$ cat src/rtl/dot_pkg.sv
// Shared definitions for the dot-product stage and its downstream accumulator.
package dot_pkg;
  localparam int DOT_RES_W = 6;
  localparam int DOT_VEC_W = 32;

  typedef enum logic {ACC, HOLD} state_e;

  function automatic int sat_sum_w(input int acc_w);
    return acc_w + 1;
  endfunction
endpackage

$ cat src/rtl/dot_sat_add.sv
// Combinational ACC_W-bit + DOT_RES_W-bit unsigned adder that clamps to all-ones.
module dot_sat_add
  import dot_pkg::*;
#(
  parameter int ACC_W = 12
) (
  input  logic [ACC_W-1:0]     acc_i,
  input  logic [DOT_RES_W-1:0] add_i,
  output logic [ACC_W-1:0]     sum_o,
  output logic                 ovf_o
);
  localparam int SUM_W = sat_sum_w(ACC_W);

  logic [SUM_W-1:0] wide;

  // The carry out of the widened sum is exactly the overflow indication.
  function automatic logic [ACC_W-1:0] saturate(input logic [SUM_W-1:0] s);
    return s[SUM_W-1] ? {ACC_W{1'b1}} : s[ACC_W-1:0];
  endfunction

  assign wide  = {1'b0, acc_i} + SUM_W'(add_i);
  assign sum_o = saturate(wide);
  assign ovf_o = wide[SUM_W-1];
endmodule

$ cat src/rtl/dot_accum.sv
// Sums FRAME_LEN dot-product results per frame and holds the total for the sink.
// Define DOT_ACCUM_MAX_EN to add out_max, the largest element of the frame.
module dot_accum
  import dot_pkg::*;
#(
  parameter int FRAME_LEN = 4,
  parameter int ACC_W     = 12
) (
  input  logic                 clk,
  input  logic                 rst_n,
  input  logic                 clear,
  input  logic                 in_valid,
  output logic                 in_ready,
  input  logic [DOT_RES_W-1:0] in_data,
  output logic                 out_valid,
  input  logic                 out_ready,
  output logic [ACC_W-1:0]     out_sum,
`ifdef DOT_ACCUM_MAX_EN
  output logic [DOT_RES_W-1:0] out_max,
`endif
  output logic                 out_ovf
);
  localparam int CNT_W = $clog2(FRAME_LEN + 1);

  state_e           state_q, state_d;
  logic [ACC_W-1:0] acc_q, acc_d;
  logic [CNT_W-1:0] cnt_q, cnt_d;
  logic             ovf_q, ovf_d;
  logic [ACC_W-1:0] sat_sum;
  logic             sat_ovf;
`ifdef DOT_ACCUM_MAX_EN
  logic [DOT_RES_W-1:0] max_q, max_d;
`endif

  dot_sat_add #(.ACC_W(ACC_W)) u_sat_add (
    .acc_i (acc_q),
    .add_i (in_data),
    .sum_o (sat_sum),
    .ovf_o (sat_ovf)
  );

  assign in_ready  = (state_q == ACC);
  assign out_valid = (state_q == HOLD);
  assign out_sum   = acc_q;
  assign out_ovf   = ovf_q;
`ifdef DOT_ACCUM_MAX_EN
  assign out_max   = max_q;
`endif

  always_comb begin
    state_d = state_q;
    acc_d   = acc_q;
    cnt_d   = cnt_q;
    ovf_d   = ovf_q;
`ifdef DOT_ACCUM_MAX_EN
    max_d   = max_q;
`endif
    // clear and frame exit both restart an empty frame in ACC
    if (clear || (state_q == HOLD && out_ready)) begin
      state_d = ACC;
      acc_d   = '0;
      cnt_d   = '0;
      ovf_d   = 1'b0;
`ifdef DOT_ACCUM_MAX_EN
      max_d   = '0;
`endif
    end else if (state_q == ACC && in_valid) begin
      acc_d = sat_sum;
      ovf_d = ovf_q | sat_ovf;
      cnt_d = cnt_q + CNT_W'(1);
`ifdef DOT_ACCUM_MAX_EN
      if (in_data > max_q) max_d = in_data;
`endif
      if (cnt_q == CNT_W'(FRAME_LEN - 1)) state_d = HOLD;
    end
  end

  always_ff @(posedge clk or negedge rst_n) begin
    if (!rst_n) begin
      state_q <= ACC;
      acc_q   <= '0;
      cnt_q   <= '0;
      ovf_q   <= 1'b0;
`ifdef DOT_ACCUM_MAX_EN
      max_q   <= '0;
`endif
    end else begin
      state_q <= state_d;
      acc_q   <= acc_d;
      cnt_q   <= cnt_d;
      ovf_q   <= ovf_d;
`ifdef DOT_ACCUM_MAX_EN
      max_q   <= max_d;
`endif
    end
  end
endmodule

$ cat config.mk
export PLATFORM = sky130hd
export DESIGN_NAME = dot_accum
export DESIGN_NICKNAME = d
export VERILOG_FILES = /design/src/rtl/dot_pkg.sv /design/src/rtl/dot_sat_add.sv /design/src/rtl/dot_accum.sv
export SDC_FILE = /design/constraint.sdc
export NUM_CORES = 1
export LEC_CHECK = 0
export CAP_MARGIN = 20
export CORE_MARGIN = 8
export CORE_UTILIZATION = 40
export DETAILED_ROUTE_END_ITERATION = 10
export PLACE_DENSITY_LB_ADDON = 0.12
export SYNTH_ARGS = -nofsm -noshare
export SYNTH_HDL_FRONTEND = slang
export SYNTH_SLANG_ARGS = --single-unit
$ cat constraint.sdc
create_clock -name clk -period 2.5 [get_ports clk]
set_input_delay 0.75 -clock clk [delete_from_list [all_inputs] [get_ports clk]]
set_output_delay 0.75 -clock clk [all_outputs]
set_load 0.02 [all_outputs]
# After elaboration in Yosys (flattened, before gate mapping)
# Index checks and enable logic that the tools add are counted.
# Widths: inputs -> output; s select.
# totals
reg_bits,17
elab_cells,25
# op_classes
n_addsub,2
n_eq_ne,1
n_mux,10
bitwise,2
reduce_logical,6
# op_table
op,count
$mux 12,3
$add 12x6->13,1
$mux 3,2
$mux 1,5
$reduce_bool 2->1,2
$add 3x1->3 const B,1
$eq 3x2->1 const B,1
$logic_and 1x1->1,2
$reduce_and 2->1,1
$logic_or 1x1->1,1
$not 1->1,1
$or 1x1->1,1

# Logic depth before layout (Yosys ltp)
# depth
word_depth,4
mapped_depth,7

# Hierarchy
# Synthesis repeated with hierarchy kept, for this count alone.
# unflattened
cells_unflattened,147
area_unflattened_um2,1390.1
# by_module_without_submodules
mod,n_inst,cells_per_inst,area_per_inst_um2,seq_area_each_um2
dot_accum,1,82,934.6,425.4
dot_sat_add,1,65,455.4,0.0

# Worst setup path before layout
# No wires, ideal clock.
# synth_timing
path_type,input to register
from,input port in_data[0]
to,register acc_q[7] (netlist: out_sum[7])
setup_ns,0.129
arrival_ns,2.394
required_time_ns,2.371
path_slack_ns,-0.023
path_stages,6
cell_sequence,ha_1 -> fa_1 -> a21o_1 -> a221oi_4 -> nor4_2 -> a2111o_1
# synth_between
elab_chain_cells,4
# synth_lines
item,line,text
start: declaration,dot_accum.sv:14,"input logic [DOT_RES_W-1:0] in_data,"
$add 12x6->13,dot_sat_add.sv:21,"assign wide = {1'b0, acc_i} + SUM_W'(add_i);"
$mux 12,dot_sat_add.sv:18,return s[SUM_W-1] ? {ACC_W{1'b1}} : s[ACC_W-1:0];
$mux 12,dot_accum.sv:67,end else if (state_q == ACC && in_valid) begin
$mux 12,dot_accum.sv:59,if (clear || (state_q == HOLD && out_ready)) begin
end signal: assignment,dot_accum.sv:81,acc_q <= '0;
end signal: assignment,dot_accum.sv:89,acc_q <= acc_d;
end: declaration,dot_accum.sv:26,"logic [ACC_W-1:0] acc_q, acc_d;"
# No other way between the ends. The select of a mux whose other input is x is not followed.
# A chain may end at the register's enable or synchronous reset.

# Final worst setup path
# layout_timing
from,input port in_data[2]
to,register acc_q[5] (netlist: out_sum[5])
# Same word-level chain as after synthesis.

==> results.py <==
metrics = {
    "power": {
        "total_power_mw": 0.743,
        "power.switching_mw": 0.244,
        "p_int_mw": 0.499,
        "p_seq_frac": 0.417,
        "p_leak_nw": 0.718,
        "switching_share": 0.329,
        "vdd_drop_max_mv": 0.356,
        "pwr-share-clk": 0.210,
        "pwr_density_cell_mw_per_mm2": 466,
        "p_comb_frac": 0.373,
    },
    "route": {
        "dr.pass1.iters": 4,
        "viasPerCell": 5.66,
        "dr_total_vias": 1052,
        "drtIter0Drc": 32,
        "drc_errors": 0,
        "totalWireLength_mm": 2.81,
        "detail-route-antenna-nets": 0,
        "wl_per_cell_um": 15.1,
    },
    "timing": {
        "setup_violations": 0,
        "fin_crit_ns": 2.43,
        "grt_setup_unrepaired": "no",
        "max_freq_mhz": 412,
        "final.setup_skew_ns": 0.00934,
        "maxSlewViolCount": 0,
        "worstMarginPinSlew_ns": 0.396,
        "finalHoldViolCount": 0,
        "max_slew_margin": 0.735,
        "finalCritPeriodShare": 0.971,
    },
    "final_layout": {
        "fillers": 243,
        "area.growth.synth_to_final_pct": 44.0,
        "antenna_cells": 0,
        "drive_above_1_share": 0.232,
        "final_area_mm2": 0.00159,
        "nets": 176,
    },
    "setup_path": {
        "cp.arrival_ns": 2.67,
        "r2r_start": "out_sum[0]",
        "critPathLaunch": "in_data[2]",
        "worstSetupPathType": "primary input to flop",
        "cp-end-kind": "flop",
        "critical_path_required_ns": 2.74,
        "worstSetupStartpointType": "primary input",
        "path_max_fanout": 4,
    },
    "placed_design": {
        "dp_hpwl_mm": 2.16,
        "io_buffers": 25,
        "globalplace.congestion": 0.764,
        "dpl-instance-area_mm2": 0.00150,
    },
    "logic_synthesis": {
        "synth_top_area_cell": "dfrtp_1",
        "synth_area_mm2": 0.00111,
        "synth_common_cells": "17 x dfrtp_1, 11 x nand2_1, 10 x o21ai_0, 8 x a21oi_1, 8 x ha_1",
        "syn_area_per_cell_um2": 9.80,
        "yosys_register_bits": 17,
        "syn-num-nets": 133,
        "synth_most_common_cell": "dfrtp_1",
        "synth_edf_count": 0,
        "synth-seq-area-share": 0.384,
        "synth_ff_type": "dfrtp_1",
        "ys_types": 44,
        "syn_inst": 113,
        "synthTopCellsByArea": "dfrtp_1 38%, ha_1 9.0%, o21ai_0 4.5%",
        "synth_top_area_frac": 0.384,
        "ys.warnings.count": 0,
        "async_reset_ff_frac": 1.00,
    },
    "grt": {
        "grt_pass1_vias": 1110,
        "overflow": 0,
        "grt_pass1_wl_mm": 4.89,
        "track_usage": 0.134,
        "grt_max_degree": 18,
        "antenna_found_initial": 0,
    },
    "flow_run": {
        "cap_violations": 0,
    },
    "run_status": {
        "status": "finished, final reports clean",
    },
    "floorplanning": {
        "row_count": 19,
        "start_util": 0.412,
        "io_pins": 26,
        "design.die.area_mm2": 0.00471,
        "die_h_um": 68.6,
        "coreArea_mm2": 0.00269,
        "die_w_um": 68.6,
    },
    "clock_network": {
        "cts_buffer_depth": 2,
        "cts_tree": "built",
        "clock_latency_ns": 0.30,
        "path_clk_slew_ns": 0.11,
        "cts-root-buf": "clkbuf_4",
        "numClockSinks": 17,
        "numCtsBuffers": 3,
        "cts.htree.levels": 1,
    },
    "worst_hold_path": {
        "hp-start": "cnt_q[1]",
        "holdCritPathClass": "flop to flop",
    },
}
==> final timing paths <==
path	cells past startpoint	slack, ns	to
min reg2reg	1	0.52	cnt_q[1]
max	7	0.07	out_sum[5]
max in group asynchronous	2	1.55	out_sum[7]
min in group asynchronous	2	0.75	out_ovf
max reg2reg	8	0.34	out_sum[8]
min	1	0.52	cnt_q[1]
==> power groups by stage <==
stage          Combinational [mW]  Sequential [mW]  Clock (mW)
6_report                    0.277            0.310       0.156
5_1_grt                     0.301            0.313       0.173
4_1_cts                     0.265            0.308       0.160
3_5_place_dp                0.258            0.313           0
3_3_place_gp                0.254            0.312           0
2_1_floorplan               0.124            0.328           0
==> metal layers <==
layer  share of wire  GRT usage  vias up
li1                -          -      516
met1            0.44      0.152      508
met2            0.48      0.226       24
met3           0.056     0.0372        4
met4           0.019     0.0665        0
met5               0          0        -
==> repair_timing <==
action / in CTS / in global routing
buffers inserted: 0 / 1
resized for setup: 4 / 7
hold buffers: 0 / 0
endpoints found under the hold margin: 0 / 0
endpoints found under the setup margin: 11 / 11
pin swaps: 6 / 5
==> flip-flops by register name, indices dropped and copies added (netlist names) <==
register,flops
out_sum,12
out_valid,1
out_ovf,1
cnt_q,3
==> cells by family after synthesis <==
| family | count (synthesis) | share of synthesized area |
|---|---|---|
| AOI/OAI and AO/OA | 40 | 0.269 |
| xor gates and xnor gates | 3 | 0.0237 |
| adders and majority gates | 9 | 0.108 |
| buffers and inverters | 8 | 0.0282 |
| DFF | 17 | 0.384 |
| and+or+nand+nor | 36 | 0.186 |
==> worst max-delay path, cell delays in order <==
cell	delay [ns]
clkdlybuf4s50_1	0.51
ha_4	0.23
a21oi_1	0.29
nand2_1	0.12
or4_1	0.43
a31oi_1	0.21
a211o_2	0.12
==> cells in the final DEF (no fill, tap or decap), drive strengths merged, types with 3 or more instances in the layout <==
master,synthesis,routed
clkdlybuf4s50,0,24
dfrtp,17,17
buf,1,16
nand2,11,11
o21ai,10,10
a21oi,8,8
ha,8,8
inv,5,5
nor2,4,4
nand3,4,4
a31oi,3,3
xor2,3,3
clkbuf,2,3
a21o,3,3
==> cell type report <==
class,instances,area (um2),share of cell area
multi-input combinational,88,704,0.442
clock inverter,1,7.51,0.00471
sequential,17,425,0.267
inverter,5,18.8,0.0118
timing repair buffer,41,377,0.236
tap,31,38.8,0.0243
clock buffer,3,22.5,0.0141
==> stage by stage <==
stage / utilization / setup TNS [ns] / setup slack (ns) / cells / hold slack [ns]
2_1_floorplan: - / 0 / 0.000609 / 113 / 0.454
3_3_place_gp: 0.557 / -4.21 / -0.378 / 181 / 0.483
3_5_place_dp: 0.557 / -4.72 / -0.429 / 181 / 0.487
4_1_cts: 0.575 / 0 / 0.000952 / 185 / 0.522
5_1_grt: 0.593 / 0 / 0.00887 / 186 / 0.546
6_report: 0.593 / 0 / 0.0719 / 186 / 0.518
Power figures use the tool's default switching activity.
